===== config.mk =====
export PLATFORM = sky130hd
export DESIGN_NAME = irq_priority_encoder
export DESIGN_NICKNAME = d
export VERILOG_FILES = /design/src/rtl/irq_priority_encoder.sv
export SDC_FILE = /design/constraint.sdc
export NUM_CORES = 1
export LEC_CHECK = 0
export CAP_MARGIN = 20
export CORE_ASPECT_RATIO = 0.9
export CORE_MARGIN = 2
export CORE_UTILIZATION = 40
export CTS_CLUSTER_SIZE = 20
export DETAILED_ROUTE_END_ITERATION = 8
export PLACE_DENSITY = 0.74
export SLEW_MARGIN = 15
export SYNTH_ARGS = -nofsm -noshare
export SYNTH_HDL_FRONTEND = slang
export SYNTH_SLANG_ARGS = --single-unit

===== constraint.sdc =====
create_clock -name clk -period 2.8 [get_ports clk]
set_clock_uncertainty 0.05 [all_clocks]
set_input_delay 0.56 -clock clk [delete_from_list [all_inputs] [get_ports clk]]
set_output_delay 0.56 -clock clk [all_outputs]
set_load 0.05 [all_outputs]

===== src/rtl/irq_priority_encoder.sv =====
// ============================================================================
// irq_priority_encoder
// ----------------------------------------------------------------------------
// Captures up to 16 request lines into a pending register, applies a per-line
// mask, and presents the lowest-numbered unmasked pending line as a 4-bit ID
// through a valid/ack handshake. A programmable hold-off gap follows every
// accepted ID, so the control unit always sees a quiet period between IDs.
//
// Parameters
//   EDGE_MODE      : 1 = rising edges set sticky pending bits (cleared by ack)
//                    0 = pending mirrors the registered request lines
//   HOLDOFF_CYCLES : idle cycles forced after each ack (0..7)
//
// Ports
//   clk        in   system clock, all state on the rising edge
//   rst        in   asynchronous active-high reset
//   req[15:0]  in   request lines, bit 0 is highest priority
//   mask[15:0] in   1 = line masked (still latched, never presented)
//   ack        in   accepts the presented ID; only honoured while irq_valid=1
//   irq_valid  out  registered, an ID is being presented
//   irq_id     out  registered index of the presented line
//   pending    out  registered pending bits (mask not applied)
// ============================================================================
module irq_priority_encoder #(
    parameter int EDGE_MODE      = 1,
    parameter int HOLDOFF_CYCLES = 1
) (
    input  logic        clk,
    input  logic        rst,
    input  logic [15:0] req,
    input  logic [15:0] mask,
    input  logic        ack,
    output logic        irq_valid,
    output logic [3:0]  irq_id,
    output logic [15:0] pending
);

    typedef enum logic [1:0] {
        ST_IDLE    = 2'd0,
        ST_PRESENT = 2'd1,
        ST_HOLDOFF = 2'd2
    } state_t;

    // Value loaded into the hold-off counter on entry; the state is skipped
    // entirely when no hold-off is configured, so the guard only avoids a
    // negative constant.
    localparam logic [2:0] HOLD_LOAD = (HOLDOFF_CYCLES > 0) ? 3'(HOLDOFF_CYCLES - 1) : 3'd0;

    state_t      state_r;
    state_t      state_s;
    logic [2:0]  cnt_r;
    logic [2:0]  cnt_s;
    logic [15:0] req_q_r;
    logic [15:0] pending_r;
    logic [15:0] pending_s;
    logic [15:0] cand_s;
    logic [15:0] ack_clr_s;
    logic        ack_take_s;
    logic        irq_valid_r;
    logic        irq_valid_s;
    logic [3:0]  irq_id_r;
    logic [3:0]  irq_id_s;

    // Index of the lowest set bit; the descending loop lets the lowest index
    // overwrite any higher one. Returns 0 for an all-zero vector.
    function automatic logic [3:0] lowest_index(input logic [15:0] vec);
        logic [3:0] idx;
        idx = 4'd0;
        for (int i = 15; i >= 0; i--) begin
            if (vec[i]) begin
                idx = 4'(i);
            end else begin
                idx = idx;
            end
        end
        return idx;
    endfunction

    assign cand_s    = pending_r & ~mask;
    assign irq_valid = irq_valid_r;
    assign irq_id    = irq_id_r;
    assign pending   = pending_r;

    // Ack is only meaningful while an ID is on the bus.
    always_comb begin
        ack_take_s = 1'b0;
        ack_clr_s  = 16'd0;
        if ((state_r == ST_PRESENT) && ack) begin
            ack_take_s = 1'b1;
            ack_clr_s  = 16'd1 << irq_id_r;
        end else begin
            ack_take_s = 1'b0;
            ack_clr_s  = 16'd0;
        end
    end

    // Next pending vector: new rising edges are OR-ed in after the ack clear,
    // so a simultaneous set and clear leaves the bit set.
    always_comb begin
        pending_s = pending_r;
        if (EDGE_MODE != 0) begin
            pending_s = (pending_r & ~ack_clr_s) | (req & ~req_q_r);
        end else begin
            pending_s = req;
        end
    end

    // Handshake FSM: next state, hold-off counter and presented ID/valid.
    always_comb begin
        state_s     = state_r;
        cnt_s       = cnt_r;
        irq_valid_s = irq_valid_r;
        irq_id_s    = irq_id_r;
        case (state_r)
            ST_IDLE: begin
                if (cand_s != 16'd0) begin
                    state_s     = ST_PRESENT;
                    irq_valid_s = 1'b1;
                    irq_id_s    = lowest_index(cand_s);
                end else begin
                    state_s     = ST_IDLE;
                    irq_valid_s = 1'b0;
                end
            end
            ST_PRESENT: begin
                // No preemption: the latched ID stays until it is acked.
                if (ack_take_s) begin
                    irq_valid_s = 1'b0;
                    if (HOLDOFF_CYCLES == 0) begin
                        state_s = ST_IDLE;
                    end else begin
                        state_s = ST_HOLDOFF;
                        cnt_s   = HOLD_LOAD;
                    end
                end else begin
                    irq_valid_s = 1'b1;
                end
            end
            ST_HOLDOFF: begin
                irq_valid_s = 1'b0;
                if (cnt_r == 3'd0) begin
                    state_s = ST_IDLE;
                end else begin
                    cnt_s = cnt_r - 3'd1;
                end
            end
            default: begin
                state_s     = ST_IDLE;
                cnt_s       = 3'd0;
                irq_valid_s = 1'b0;
            end
        endcase
    end

    // State, capture and output registers.
    always_ff @(posedge clk or posedge rst) begin
        if (rst) begin
            state_r     <= ST_IDLE;
            cnt_r       <= 3'd0;
            req_q_r     <= 16'd0;
            pending_r   <= 16'd0;
            irq_valid_r <= 1'b0;
            irq_id_r    <= 4'd0;
        end else begin
            state_r     <= state_s;
            cnt_r       <= cnt_s;
            req_q_r     <= req;
            pending_r   <= pending_s;
            irq_valid_r <= irq_valid_s;
            irq_id_r    <= irq_id_s;
        end
    end

endmodule


* Yosys cells after proc, flatten, opt, wreduce, memory -nomap -nowiden
Cells that the tools add are included.
** Storage, ports and cells
- Input bits :: 35
- Flip-flop bits (word level) :: 42
- Word-level logic and storage cells :: 56
** Cells by class
- Equal/unequal tests :: 5
- Multiplexer cells :: 28
- Shift-type cells :: 1
- Reductions and logical operators :: 7
- Bitwise operators :: 8
- $add $sub $neg :: 1
** Operators by type and width (count)
- $mux W4 :: 16
- $and A16 B16 Y16 :: 3
- $not A16 Y16 :: 3
- $mux W16 :: 1
- $or A16 B16 Y16 :: 1
- $reduce_bool A16 Y1 :: 1
- $shl A1 B4 Y16 const A :: 1
- $pmux W3 S3 :: 1
- $mux W3 :: 2
- $ne A2 B2 Y1 const B :: 3
- $pmux W2 S3 :: 1
- $mux W1 :: 4
- $mux W2 :: 2
- $reduce_and A2 Y1 :: 2
- $logic_not A3 Y1 :: 1
- $reduce_and A3 Y1 :: 1
- $sub A3 B1 Y3 const B :: 1
- $eq A2 B1 Y1 const B :: 1
- $eq A2 B2 Y1 const B :: 1
- $logic_not A2 Y1 :: 1
- $pmux W1 S2 :: 1
- $logic_and A1 B1 Y1 :: 1
- $not A1 Y1 :: 1

* Longest topological paths before layout
Gate-level depths: netlist (run 1).
- Word-level depth :: 18
- Mapped depth :: 7
- Depth with buffers taken out :: 7

* Least setup slack after synthesis (run 1)
Ideal clock, no wire load.
- Path kind :: reg-to-reg
- From :: register pending_r[5], in the netlist pending[5]
- To :: register irq_id_r[0], in the netlist irq_id[0]
- Setup slack :: 0.806 ns
- Stages on the path, launching flop included :: 5
- Arrival :: 1.803 ns
- Period minus slack after synthesis :: 1.994 ns
- Cells stage by stage :: dfrtp_1 nor2b_4 or4_4 o41ai_4 o31ai_1
** On the way
- Word-level cells in the longest chain between the ends :: 7
- Elaborated cells between the ends (all ways) :: 9
- Classes of those cells :: mux: 6; bitwise: 1; reduce/logical: 2
** Ends and longest elaborated chain
- start: declaration :: RTL line 54 : logic [15:0] pending_r;
- start signal: assignment :: RTL line 168 : pending_r <= pending_s;
- $and A16 B16 Y16 (*) :: RTL line 79 : assign cand_s = pending_r & ~mask;
- $mux W4 (6 in series) :: RTL line 70 : if (vec[i]) begin
- end signal: assignment :: RTL line 170 : irq_id_r <= irq_id_s;
- end: declaration :: RTL line 61 : logic [3:0] irq_id_r;
Every way passes the cells marked *; elsewhere a longest branch is shown, timed or not.
A chain may end at the register's enable or synchronous reset.

* Worst setup path in the final report (run 1)
- From :: register irq_id_r[2], in the netlist irq_id[2]
- To :: output port irq_id[2]
** RTL lines
- end: declaration :: RTL line 34 : output logic [3:0] irq_id,
No word-level cell between the ends.

==> impl_metrics.xml, run 1 <==
<?xml version="1.0" encoding="UTF-8"?>
<metrics>
  <group name="clock_tree">
    <metric name="cts.sink_count" unit="">42</metric>
    <metric name="worst_setup_hold_path_clk_slew" unit="ns">0.08</metric>
    <metric name="cts_inserted_buffers" unit="">5</metric>
    <metric name="cts.htree.levels" unit="">2</metric>
    <metric name="cts_setup_buffers" unit="">0</metric>
    <metric name="post_cts_resize_count" unit="">0</metric>
    <metric name="cts.root.buffer_cell" unit="">sky130_fd_sc_hd__clkbuf_8</metric>
    <metric name="hold_fix_buffer_count_after_cts" unit="">0</metric>
    <metric name="worstSkewPairLatency" unit="ns">0.29</metric>
    <metric name="cts.path.max_buffers" unit="">2</metric>
    <metric name="cts_tree" unit="">yes</metric>
  </group>
  <group name="floorplan">
    <metric name="start_util" unit="">0.413</metric>
    <metric name="rows" unit="">23</metric>
    <metric name="core-area" unit="um^2">4430</metric>
    <metric name="dieWidth" unit="um">75.3</metric>
    <metric name="ios" unit="">56</metric>
    <metric name="design.die.area" unit="um^2">5130</metric>
    <metric name="floorplan.die.height" unit="um">68.2</metric>
  </group>
  <group name="timing">
    <metric name="setup_tns" unit="ns">0</metric>
    <metric name="worst-slew-pin-transition" unit="ns">0.523</metric>
    <metric name="slew_headroom" unit="">0.652</metric>
    <metric name="clock.fmax" unit="MHz">458</metric>
    <metric name="grt_setup_unrepaired" unit="">no</metric>
    <metric name="final-setup-viol-count" unit="">0</metric>
    <metric name="finalHoldViolations" unit="">0</metric>
    <metric name="number_of_max_slew_violations_in_the_final_report" unit="">0</metric>
    <metric name="post-route-min-period" unit="ns">2.18</metric>
    <metric name="fin_crit_sh" unit="">0.779</metric>
  </group>
  <group name="setup_path">
    <metric name="timing.rr.end" unit="">irq_id[2]$_DFFE_PP0P_</metric>
    <metric name="path_delay_family" unit="">buffers and inverters</metric>
    <metric name="critPathLaunchType" unit="">flop</metric>
    <metric name="cell_with_the_largest_stage_delay_on_the_worst_path" unit="">sky130_fd_sc_hd__clkdlybuf4s50_1</metric>
    <metric name="critPathKind" unit="">reg -&gt; out</metric>
    <metric name="worstPathMaxFanout" unit="">6</metric>
    <metric name="launching_point_of_the_worst_reg2reg_path" unit="">pending[4]$_DFF_PP0_</metric>
    <metric name="cp_cell_sequence" unit="">clkdlybuf4s50_1</metric>
    <metric name="crit_end_element" unit="">output port</metric>
    <metric name="timing.reg2reg.worst_path_depth" unit="">5</metric>
    <metric name="path_buf_inv" unit="">1</metric>
    <metric name="worst_path_largest_cell_delay" unit="ns">0.84</metric>
    <metric name="worst_ep_arrival_time" unit="ns">1.57</metric>
    <metric name="worst-r2r-setup-slack" unit="ns">0.94</metric>
    <metric name="data_required_critical_path" unit="ns">2.19</metric>
  </group>
  <group name="worst_hold_path">
    <metric name="holdPathStages" unit="">1</metric>
    <metric name="hp-start" unit="">req_q_r[12]$_DFF_PP0_</metric>
    <metric name="min-delay-path-class" unit="">reg -&gt; reg</metric>
    <metric name="worst_hold_path.endpoint" unit="">pending[12]$_DFF_PP0_</metric>
  </group>
  <group name="drt">
    <metric name="met1Wirelength" unit="um">1890</metric>
    <metric name="vias_per_cell" unit="">4.88</metric>
    <metric name="post_drt_wl_per_cell" unit="um">13.3</metric>
    <metric name="drc_errors" unit="">0</metric>
    <metric name="drt_first_iter_violations" unit="">99</metric>
    <metric name="wl_met3" unit="um">239</metric>
    <metric name="vias" unit="">1479</metric>
    <metric name="detailedRoute.firstPassIterationCount" unit="">4</metric>
    <metric name="ant_nets" unit="">0</metric>
    <metric name="met2RoutedLength" unit="um">1840</metric>
    <metric name="dr.max_layer_used" unit="">met4</metric>
    <metric name="postRouteWirelength" unit="um">4030</metric>
  </group>
  <group name="finish">
    <metric name="diodes" unit="">0</metric>
    <metric name="drive_gt1_frac" unit="">0.0788</metric>
    <metric name="layout.nets" unit="">277</metric>
    <metric name="area_growth_from_synthesis_to_final_layout" unit="%">39.7</metric>
    <metric name="layout_commonest_cell" unit="">sky130_fd_sc_hd__clkdlybuf4s50_1</metric>
    <metric name="nFillCells" unit="">416</metric>
    <metric name="most_used_cells_in_the_layout_excluding_fill_and_tap_cells" unit="">sky130_fd_sc_hd__clkdlybuf4s50_1, sky130_fd_sc_hd__dfrtp_1, sky130_fd_sc_hd__o21ai_0</metric>
  </group>
  <group name="placed_design">
    <metric name="placement.io_buffers" unit="">55</metric>
    <metric name="routabilityCongestion" unit="">0.902</metric>
    <metric name="dpl.hpwl" unit="um">3110</metric>
  </group>
  <group name="synthesis">
    <metric name="synth_nets" unit="">214</metric>
    <metric name="yosys_warnings" unit="">0</metric>
    <metric name="seq_area_frac_synth" unit="">0.575</metric>
    <metric name="yosys.area_share.simple" unit="">0.180</metric>
    <metric name="synth_compound_gate_area_share" unit="">0.187</metric>
    <metric name="mapped_avg_cell_area" unit="um^2">10.3</metric>
    <metric name="synthesized_instance_count" unit="">177</metric>
    <metric name="netlist-cell-type-count" unit="">32</metric>
    <metric name="syn_area" unit="um^2">1830</metric>
    <metric name="yosys_register_bits" unit="">42</metric>
    <metric name="post_synth_xor_area_fraction" unit="">0</metric>
    <metric name="synth_fa_ha_area_frac" unit="">0.0137</metric>
    <metric name="post_synth_mux_area_share" unit="">0</metric>
    <metric name="dominant_combinational_cell_family_by_area_after_synthesis" unit="">compound AO/OA/AOI/OAI gates</metric>
  </group>
  <group name="pwr">
    <metric name="ir_drop" unit="mV">0.415</metric>
    <metric name="p_int" unit="mW">1.18</metric>
    <metric name="share_clk_of_total_power" unit="">0.206</metric>
    <metric name="design_power_total" unit="mW">1.94</metric>
    <metric name="combinationalPowerShare" unit="">0.392</metric>
    <metric name="power.sequential.fraction" unit="">0.403</metric>
    <metric name="swShare" unit="">0.391</metric>
    <metric name="total_leakage_power" unit="nW">1.10</metric>
    <metric name="power_density" unit="nW/um^2">758</metric>
    <metric name="switching_power" unit="mW">0.758</metric>
  </group>
  <group name="grt">
    <metric name="first_pass_grt_wire_length" unit="um">6320</metric>
    <metric name="globalRouteTotalUtil" unit="">0.171</metric>
    <metric name="number_of_global_route_vias_before_repair" unit="">1310</metric>
    <metric name="grt_start_max_net_pins" unit="">43</metric>
    <metric name="grt.overflow.total" unit="">0</metric>
    <metric name="antenna_found_initial" unit="">0</metric>
  </group>
  <group name="run_status">
    <metric name="run_status" unit="">finished, final reports clean</metric>
  </group>
  <group name="flow_run">
    <metric name="maxcap_viol_count" unit="">0</metric>
  </group>
</metrics>
-- worst reg2reg max path, delay by kind of cell, from the launching register on --
kind            cells  cell delay (ns)
compound gates      2             0.51
flops               1             0.40
simple gates        3             0.83
-- sequential cells by signal (all words and copies together) (netlist names) --
register	cells
req_q_r	16
irq_id	4
pending	16
state_r	2
cnt_r	3
irq_valid	1
-- kinds of logic (layout without fill, tap and decap cells) --
kind of cell,after synthesis,after routing
AO/OA/AOI/OAI,57,57
flip-flops,42,42
adder cells (fa/ha/maj),2,2
buffers and inverters,22,86
AND/OR/NAND/NOR,54,54
-- final cells by class --
type                            count  area (um^2)  share of cell area
Inverter                           22         82.6              0.0323
Multi-Input combinational cell    113          696               0.272
Clock buffer                        7         86.3              0.0338
Timing Repair Buffer               56          558               0.218
Sequential cell                    42         1050               0.411
Tap cell                           62         77.6              0.0303
Clock inverter                      1         5.00             0.00196
-- power by group through the flow --
stage / sequential, mW / clock (mW) / combinational (mW)
after global placement: 0.788 / 0 / 0.753
after CTS: 0.779 / 0.412 / 0.762
after floorplan: 1.01 / 0 / 0.254
after global routing: 0.793 / 0.439 / 0.810
final: 0.780 / 0.398 / 0.758
after detailed placement: 0.790 / 0 / 0.761
-- metal layers --
metal	up-vias	GRT usage
li1	734	-
met1	695	0.240
met2	46	0.253
met3	4	0.0471
met4	0	0.0658
met5	-	0
-- worst max-delay path by stage --
stage,slack (ns),endpoint,cells after the start,from
floorplan,0.81,irq_id[0]$_DFFE_PP0P_,4,pending[5]$_DFF_PP0_
global placement,0.33,irq_id[0]$_DFFE_PP0P_,5,mask[7]
detailed placement,0.32,irq_id[0]$_DFFE_PP0P_,5,mask[7]
CTS,0.62,irq_id[1],1,irq_id[1]$_DFFE_PP0P_
global route,0.51,irq_id[2]$_DFFE_PP0P_,6,mask[7]
finish,0.62,irq_id[2],1,irq_id[2]$_DFFE_PP0P_
-- per-stage QoR --
stage          cell area (um^2)  hold WS (ns)   util  worst slack (ns)  std cells
2_1_floorplan              1830         0.342      -             0.806        177
3_3_place_gp               2460         0.344  0.556             0.334        295
3_5_place_dp               2460         0.355  0.556             0.322        295
4_1_cts                    2560         0.366  0.577             0.622        303
5_1_grt                    2560         0.365  0.577             0.508        303
6_report                   2560         0.354  0.577             0.619        303
-- cells in the mapped netlist (all sizes together) --
library cell / count / share of area
and2b: 2 / 0.010
a21oi: 4 / 0.011
a41oi: 1 / 0.0048
ha: 2 / 0.014
o2111ai: 1 / 0.0048
nand2b: 5 / 0.017
nand3: 2 / 0.0055
nand4: 1 / 0.0034
nor2b: 8 / 0.031
nor2: 4 / 0.0082
dfrtp: 42 / 0.57
o31ai: 3 / 0.012
a31oi: 2 / 0.0068
nor4: 2 / 0.0068
o41ai: 2 / 0.020
o21ai: 40 / 0.11
nand2: 14 / 0.029
nand3b: 2 / 0.0082
nand4b: 1 / 0.0048
a211o: 1 / 0.0048
o31a: 1 / 0.0048
o21a: 2 / 0.0082
or4: 1 / 0.0062
or2b: 8 / 0.036
inv: 22 / 0.045
or3: 2 / 0.0068
or2: 2 / 0.0068
No activity file was read; power rests on OpenSTA's default activity.
==> run 2: changes to the inputs <==
==> constraint.sdc (replaced) <==
create_clock -name clk -period 2.26 [get_ports clk]
set_clock_uncertainty 0.05 [all_clocks]
set_input_delay 0.452 -clock clk [delete_from_list [all_inputs] [get_ports clk]]
set_output_delay 0.452 -clock clk [all_outputs]
set_load 0.05 [all_outputs]
==> impl_metrics.xml, run 2 (synthesis gave the netlist of run 1 again) <==
<?xml version="1.0" encoding="UTF-8"?>
<metrics>
  <group name="drt">
    <metric name="detailedRoute.firstPassIterationCount" unit="">4</metric>
    <metric name="ant_nets" unit="">0</metric>
    <metric name="vias" unit="">1504</metric>
    <metric name="vias_per_cell" unit="">4.88</metric>
    <metric name="drt_first_iter_violations" unit="">53</metric>
    <metric name="postRouteWirelength" unit="um">4040</metric>
    <metric name="post_drt_wl_per_cell" unit="um">13.1</metric>
    <metric name="drc_errors" unit="">0</metric>
  </group>
  <group name="timing">
    <metric name="grt_setup_unrepaired" unit="">no</metric>
    <metric name="fin_crit_sh" unit="">0.912</metric>
    <metric name="number_of_max_slew_violations_in_the_final_report" unit="">0</metric>
    <metric name="worst-slew-pin-transition" unit="ns">0.520</metric>
    <metric name="finalHoldViolations" unit="">0</metric>
    <metric name="slew_headroom" unit="">0.652</metric>
    <metric name="post-route-min-period" unit="ns">2.06</metric>
    <metric name="clock.fmax" unit="MHz">485</metric>
    <metric name="final-setup-viol-count" unit="">0</metric>
  </group>
  <group name="setup_path">
    <metric name="crit_end_element" unit="">output port</metric>
    <metric name="cp_cell_sequence" unit="">clkdlybuf4s50_1</metric>
    <metric name="critPathKind" unit="">reg -&gt; out</metric>
    <metric name="path_buf_inv" unit="">1</metric>
    <metric name="worst-r2r-setup-slack" unit="ns">0.49</metric>
    <metric name="critPathLaunchType" unit="">flop</metric>
    <metric name="launching_point_of_the_worst_reg2reg_path" unit="">pending[4]$_DFF_PP0_</metric>
    <metric name="timing.rr.end" unit="">irq_id[0]$_DFFE_PP0P_</metric>
    <metric name="cell_with_the_largest_stage_delay_on_the_worst_path" unit="">sky130_fd_sc_hd__clkdlybuf4s50_1</metric>
    <metric name="worstPathMaxFanout" unit="">6</metric>
    <metric name="data_required_critical_path" unit="ns">1.76</metric>
    <metric name="worst_ep_arrival_time" unit="ns">1.56</metric>
    <metric name="worst_path_largest_cell_delay" unit="ns">0.84</metric>
    <metric name="path_delay_family" unit="">buffers and inverters</metric>
    <metric name="timing.reg2reg.worst_path_depth" unit="">6</metric>
  </group>
  <group name="clock_tree">
    <metric name="post_cts_resize_count" unit="">0</metric>
    <metric name="cts_tree" unit="">yes</metric>
    <metric name="hold_fix_buffer_count_after_cts" unit="">0</metric>
    <metric name="cts.sink_count" unit="">42</metric>
    <metric name="cts_inserted_buffers" unit="">5</metric>
    <metric name="worstSkewPairLatency" unit="ns">0.28</metric>
    <metric name="worst_setup_hold_path_clk_slew" unit="ns">0.07</metric>
    <metric name="cts.root.buffer_cell" unit="">sky130_fd_sc_hd__clkbuf_8</metric>
    <metric name="cts.path.max_buffers" unit="">2</metric>
    <metric name="cts.htree.levels" unit="">2</metric>
    <metric name="cts_setup_buffers" unit="">0</metric>
  </group>
  <group name="finish">
    <metric name="area_growth_from_synthesis_to_final_layout" unit="%">41.8</metric>
    <metric name="layout_commonest_cell" unit="">sky130_fd_sc_hd__clkdlybuf4s50_1</metric>
    <metric name="diodes" unit="">0</metric>
    <metric name="drive_gt1_frac" unit="">0.0976</metric>
    <metric name="most_used_cells_in_the_layout_excluding_fill_and_tap_cells" unit="">sky130_fd_sc_hd__clkdlybuf4s50_1, sky130_fd_sc_hd__dfrtp_1, sky130_fd_sc_hd__o21ai_0</metric>
    <metric name="layoutNonFillerInstCount" unit="">308</metric>
    <metric name="layout.nets" unit="">282</metric>
  </group>
  <group name="floorplan">
    <metric name="floorplan.die.height" unit="um">68.2</metric>
    <metric name="ios" unit="">56</metric>
    <metric name="core-area" unit="um^2">4430</metric>
    <metric name="start_util" unit="">0.413</metric>
    <metric name="rows" unit="">23</metric>
    <metric name="dieWidth" unit="um">75.3</metric>
    <metric name="design.die.area" unit="um^2">5130</metric>
  </group>
  <group name="worst_hold_path">
    <metric name="min-delay-path-class" unit="">reg -&gt; reg</metric>
    <metric name="worst_hold_path.endpoint" unit="">pending[4]$_DFF_PP0_</metric>
    <metric name="hp-start" unit="">req_q_r[4]$_DFF_PP0_</metric>
    <metric name="holdPathStages" unit="">1</metric>
  </group>
  <group name="grt">
    <metric name="antenna_found_initial" unit="">0</metric>
    <metric name="globalRouteTotalUtil" unit="">0.172</metric>
    <metric name="first_pass_grt_wire_length" unit="um">6540</metric>
    <metric name="grt_start_max_net_pins" unit="">43</metric>
    <metric name="grt.overflow.total" unit="">0</metric>
    <metric name="number_of_global_route_vias_before_repair" unit="">1420</metric>
  </group>
  <group name="placed_design">
    <metric name="routabilityCongestion" unit="">0.817</metric>
    <metric name="placement.io_buffers" unit="">55</metric>
    <metric name="dpl.hpwl" unit="um">3120</metric>
    <metric name="place.detailed.instances" unit="">300</metric>
  </group>
  <group name="pwr">
    <metric name="ir_drop" unit="mV">0.636</metric>
    <metric name="power_density" unit="nW/um^2">929</metric>
    <metric name="design_power_total" unit="mW">2.41</metric>
    <metric name="total_leakage_power" unit="nW">1.13</metric>
  </group>
  <group name="run_status">
    <metric name="run_status" unit="">finished, final reports clean</metric>
  </group>
  <group name="flow_run">
    <metric name="maxcap_viol_count" unit="">0</metric>
  </group>
</metrics>
## run 2: cell types whose count changed in the layout (fill, tap and decap cells not counted), sizes merged
cell  change
buf       +5
## run 2: routing by layer
layer  vias to the layer above  routed length [um]  GRT usage
li1                        743                   -          -
met3                         5                 194     0.0442
met1                       720                1900      0.238
met4                         0                  29     0.0439
met5                         -                   0          0
met2                        36                1920      0.271
## run 2: power by group
group	switching (mW)	leakage [nW]	internal, mW
clock	0.236	0.0482	0.246
combinational	0.596	0.619	0.366
sequential	0.102	0.460	0.865
total	0.934	1.13	1.48
## run 2: worst max-delay path by stage
stage | start | endpoint | depth (start not counted)
2_1_floorplan | pending[5]$_DFF_PP0_ | irq_id[0]$_DFFE_PP0P_ | 4
3_3_place_gp | mask[7] | irq_id[0]$_DFFE_PP0P_ | 7
3_5_place_dp | mask[7] | irq_id[1]$_DFFE_PP0P_ | 7
4_1_cts | irq_id[1]$_DFFE_PP0P_ | irq_id[1] | 1
5_1_grt | irq_id[1]$_DFFE_PP0P_ | irq_id[1] | 1
6_report | irq_id[1]$_DFFE_PP0P_ | irq_id[1] | 1
## run 2: metrics by stage
step | util | setup WS, ns | TNS [ns] | hold WS, ns | instance area [um^2]
floorplan | - | 0.266 | 0 | 0.342 | 1830
global placement | 0.565 | 0.0105 | 0 | 0.343 | 2500
detailed placement | 0.565 | -0.0199 | -0.0484 | 0.350 | 2500
CTS | 0.585 | 0.190 | 0 | 0.362 | 2590
global route | 0.585 | 0.149 | 0 | 0.376 | 2590
finish | 0.585 | 0.198 | 0 | 0.358 | 2590
## run 2: layout make-up
type	count	area, um^2
multi-input cells	113	696
clock inverters	1	5.00
clock buffers	7	86.3
well taps	62	77.6
repair buffers	61	596
fillers	384	1840
inverters	22	82.6
flip-flops and latches	42	1050
==> run 3: changes to the inputs <==
--- a/config.mk
+++ b/config.mk
@@ -11,7 +11,7 @@
 export CORE_UTILIZATION = 40
 export CTS_CLUSTER_SIZE = 20
 export DETAILED_ROUTE_END_ITERATION = 8
-export PLACE_DENSITY = 0.74
+export PLACE_DENSITY = 0.76
 export SLEW_MARGIN = 15
 export SYNTH_ARGS = -nofsm -noshare
 export SYNTH_HDL_FRONTEND = slang
==> constraint.sdc (replaced) <==
create_clock -name clk -period 2.3 [get_ports clk]
set_clock_uncertainty 0.05 [all_clocks]
set_input_delay 0.46 -clock clk [delete_from_list [all_inputs] [get_ports clk]]
set_output_delay 0.46 -clock clk [all_outputs]
set_load 0.05 [all_outputs]
==> impl_metrics.xml, run 3 (synthesis gave the netlist of run 1 again) <==
<?xml version="1.0" encoding="UTF-8"?>
<metrics>
  <group name="pwr">
    <metric name="p_int" unit="mW">1.44</metric>
    <metric name="power.sequential.fraction" unit="">0.407</metric>
    <metric name="switching_power" unit="mW">0.908</metric>
    <metric name="swShare" unit="">0.387</metric>
    <metric name="total_leakage_power" unit="nW">1.12</metric>
    <metric name="power_density" unit="nW/um^2">911</metric>
    <metric name="design_power_total" unit="mW">2.35</metric>
    <metric name="combinationalPowerShare" unit="">0.396</metric>
    <metric name="ir_drop" unit="mV">0.547</metric>
    <metric name="share_clk_of_total_power" unit="">0.197</metric>
  </group>
  <group name="setup_path">
    <metric name="path_delay_family" unit="">buffers and inverters</metric>
    <metric name="data_required_critical_path" unit="ns">1.79</metric>
    <metric name="crit_end_element" unit="">output port</metric>
    <metric name="cp_cell_sequence" unit="">clkdlybuf4s50_1</metric>
    <metric name="launching_point_of_the_worst_reg2reg_path" unit="">pending[4]$_DFF_PP0_</metric>
    <metric name="critPathLaunchType" unit="">flop</metric>
    <metric name="worst_ep_arrival_time" unit="ns">1.57</metric>
    <metric name="path_buf_inv" unit="">1</metric>
    <metric name="critPathKind" unit="">reg -&gt; out</metric>
    <metric name="timing.rr.end" unit="">irq_id[2]$_DFFE_PP0P_</metric>
    <metric name="cell_with_the_largest_stage_delay_on_the_worst_path" unit="">sky130_fd_sc_hd__clkdlybuf4s50_1</metric>
    <metric name="timing.reg2reg.worst_path_depth" unit="">6</metric>
    <metric name="worstPathMaxFanout" unit="">6</metric>
    <metric name="worst-r2r-setup-slack" unit="ns">0.52</metric>
    <metric name="worst_path_largest_cell_delay" unit="ns">0.84</metric>
  </group>
  <group name="grt">
    <metric name="antenna_found_initial" unit="">0</metric>
    <metric name="number_of_global_route_vias_before_repair" unit="">1421</metric>
    <metric name="globalRouteTotalUtil" unit="">0.170</metric>
    <metric name="first_pass_grt_wire_length" unit="um">6460</metric>
    <metric name="grt_start_max_net_pins" unit="">43</metric>
    <metric name="grt.overflow.total" unit="">0</metric>
  </group>
  <group name="floorplan">
    <metric name="rows" unit="">23</metric>
    <metric name="design.die.area" unit="um^2">5130</metric>
    <metric name="start_util" unit="">0.413</metric>
    <metric name="ios" unit="">56</metric>
    <metric name="dieWidth" unit="um">75.3</metric>
    <metric name="floorplan.die.height" unit="um">68.2</metric>
    <metric name="core-area" unit="um^2">4430</metric>
  </group>
  <group name="clock_tree">
    <metric name="worst_setup_hold_path_clk_slew" unit="ns">0.07</metric>
    <metric name="cts_inserted_buffers" unit="">5</metric>
    <metric name="cts.htree.levels" unit="">2</metric>
    <metric name="cts_tree" unit="">yes</metric>
    <metric name="post_cts_resize_count" unit="">0</metric>
    <metric name="hold_fix_buffer_count_after_cts" unit="">0</metric>
    <metric name="cts.sink_count" unit="">42</metric>
    <metric name="cts.path.max_buffers" unit="">2</metric>
    <metric name="worstSkewPairLatency" unit="ns">0.29</metric>
    <metric name="cts.root.buffer_cell" unit="">sky130_fd_sc_hd__clkbuf_8</metric>
    <metric name="cts_setup_buffers" unit="">0</metric>
  </group>
  <group name="timing">
    <metric name="fin_crit_sh" unit="">0.904</metric>
    <metric name="worst-slew-pin-transition" unit="ns">0.534</metric>
    <metric name="slew_headroom" unit="">0.644</metric>
    <metric name="post-route-min-period" unit="ns">2.08</metric>
    <metric name="finalHoldViolations" unit="">0</metric>
    <metric name="setup_tns" unit="ns">0</metric>
    <metric name="final_critical_path_setup_slack" unit="ns">0.220</metric>
    <metric name="grt_setup_unrepaired" unit="">no</metric>
    <metric name="number_of_max_slew_violations_in_the_final_report" unit="">0</metric>
    <metric name="clock.fmax" unit="MHz">481</metric>
    <metric name="final-setup-viol-count" unit="">0</metric>
  </group>
  <group name="placed_design">
    <metric name="routabilityCongestion" unit="">0.876</metric>
    <metric name="dpl.hpwl" unit="um">3180</metric>
    <metric name="placed_area" unit="um^2">2490</metric>
    <metric name="place.detailed.instances" unit="">299</metric>
    <metric name="preCtsSetupSlack" unit="ns">0.00917</metric>
    <metric name="placement.io_buffers" unit="">55</metric>
  </group>
  <group name="drt">
    <metric name="detailedRoute.firstPassIterationCount" unit="">4</metric>
    <metric name="drt_first_iter_violations" unit="">81</metric>
    <metric name="vias" unit="">1485</metric>
    <metric name="post_drt_wl_per_cell" unit="um">13.2</metric>
    <metric name="vias_per_cell" unit="">4.87</metric>
    <metric name="ant_nets" unit="">0</metric>
    <metric name="drc_errors" unit="">0</metric>
    <metric name="postRouteWirelength" unit="um">4030</metric>
  </group>
  <group name="finish">
    <metric name="most_used_cells_in_the_layout_excluding_fill_and_tap_cells" unit="">sky130_fd_sc_hd__clkdlybuf4s50_1, sky130_fd_sc_hd__dfrtp_1, sky130_fd_sc_hd__o21ai_0</metric>
    <metric name="layout.nets" unit="">281</metric>
    <metric name="drive_gt1_frac" unit="">0.0905</metric>
    <metric name="layout_commonest_cell" unit="">sky130_fd_sc_hd__clkdlybuf4s50_1</metric>
    <metric name="postLayoutCellArea" unit="um^2">2580</metric>
    <metric name="area_growth_from_synthesis_to_final_layout" unit="%">40.9</metric>
    <metric name="diodes" unit="">0</metric>
    <metric name="layoutNonFillerInstCount" unit="">305</metric>
  </group>
  <group name="worst_hold_path">
    <metric name="holdPathStages" unit="">1</metric>
    <metric name="worst_hold_path.endpoint" unit="">pending[1]$_DFF_PP0_</metric>
    <metric name="hp-start" unit="">req_q_r[1]$_DFF_PP0_</metric>
    <metric name="min-delay-path-class" unit="">reg -&gt; reg</metric>
  </group>
  <group name="run_status">
    <metric name="run_status" unit="">finished, final reports clean</metric>
  </group>
  <group name="flow_run">
    <metric name="maxcap_viol_count" unit="">0</metric>
  </group>
</metrics>
## run 3: cell count changes in the layout (fill, tap and decap cells not counted), sizes merged
| cell | before | now |
|---|---|---|
| buf | 6 | 5 |
| clkinv | 1 | 0 |
| clkbuf | 7 | 6 |
## run 3: how the worst max path moves through the flow
stage	start	to	slack (ns)	cells after the start
floorplan	pending[5]$_DFF_PP0_	irq_id[0]$_DFFE_PP0P_	0.31	4
global placement	mask[7]	irq_id[0]$_DFFE_PP0P_	0.03	7
detailed placement	mask[7]	irq_id[2]$_DFFE_PP0P_	0.009	7
CTS	irq_id[2]$_DFFE_PP0P_	irq_id[2]	0.21	1
global route	irq_id[2]$_DFFE_PP0P_	irq_id[2]	0.17	1
finish	irq_id[2]$_DFFE_PP0P_	irq_id[2]	0.22	1
## run 3: through the flow
| step | util | hold slack [ns] |
|---|---|---|
| after detailed placement | 0.563 | 0.358 |
| final | 0.582 | 0.363 |
| after floorplan | - | 0.342 |
| after global routing | 0.582 | 0.375 |
| after global placement | 0.563 | 0.343 |
| after CTS | 0.582 | 0.367 |
## run 3: per-layer routing
metal	GRT usage	vias to the layer above	part of all wire
met2	0.273	47	0.45
met3	0.0457	4	0.061
met4	0.0395	0	0.0065
li1	-	734	-
met5	0	-	0
met1	0.233	700	0.48
## run 3: layout make-up
| cell class | count | area (um^2) |
|---|---|---|
| Clock buffer | 6 | 82.6 |
| Timing Repair Buffer | 60 | 588 |
| Multi-Input combinational cell | 113 | 696 |
| Sequential cell | 42 | 1050 |
| Fill cell | 425 | 1850 |
| Tap cell | 62 | 77.6 |
| Inverter | 22 | 82.6 |
## run 3: power by group through the flow
stage / sequential (mW) / combinational, mW / clock (mW)
global route: 0.974 / 1.00 / 0.504
global placement: 0.967 / 0.922 / 0
CTS: 0.955 / 0.937 / 0.476
finish: 0.956 / 0.929 / 0.463
floorplan: 1.23 / 0.309 / 0
detailed placement: 0.968 / 0.934 / 0
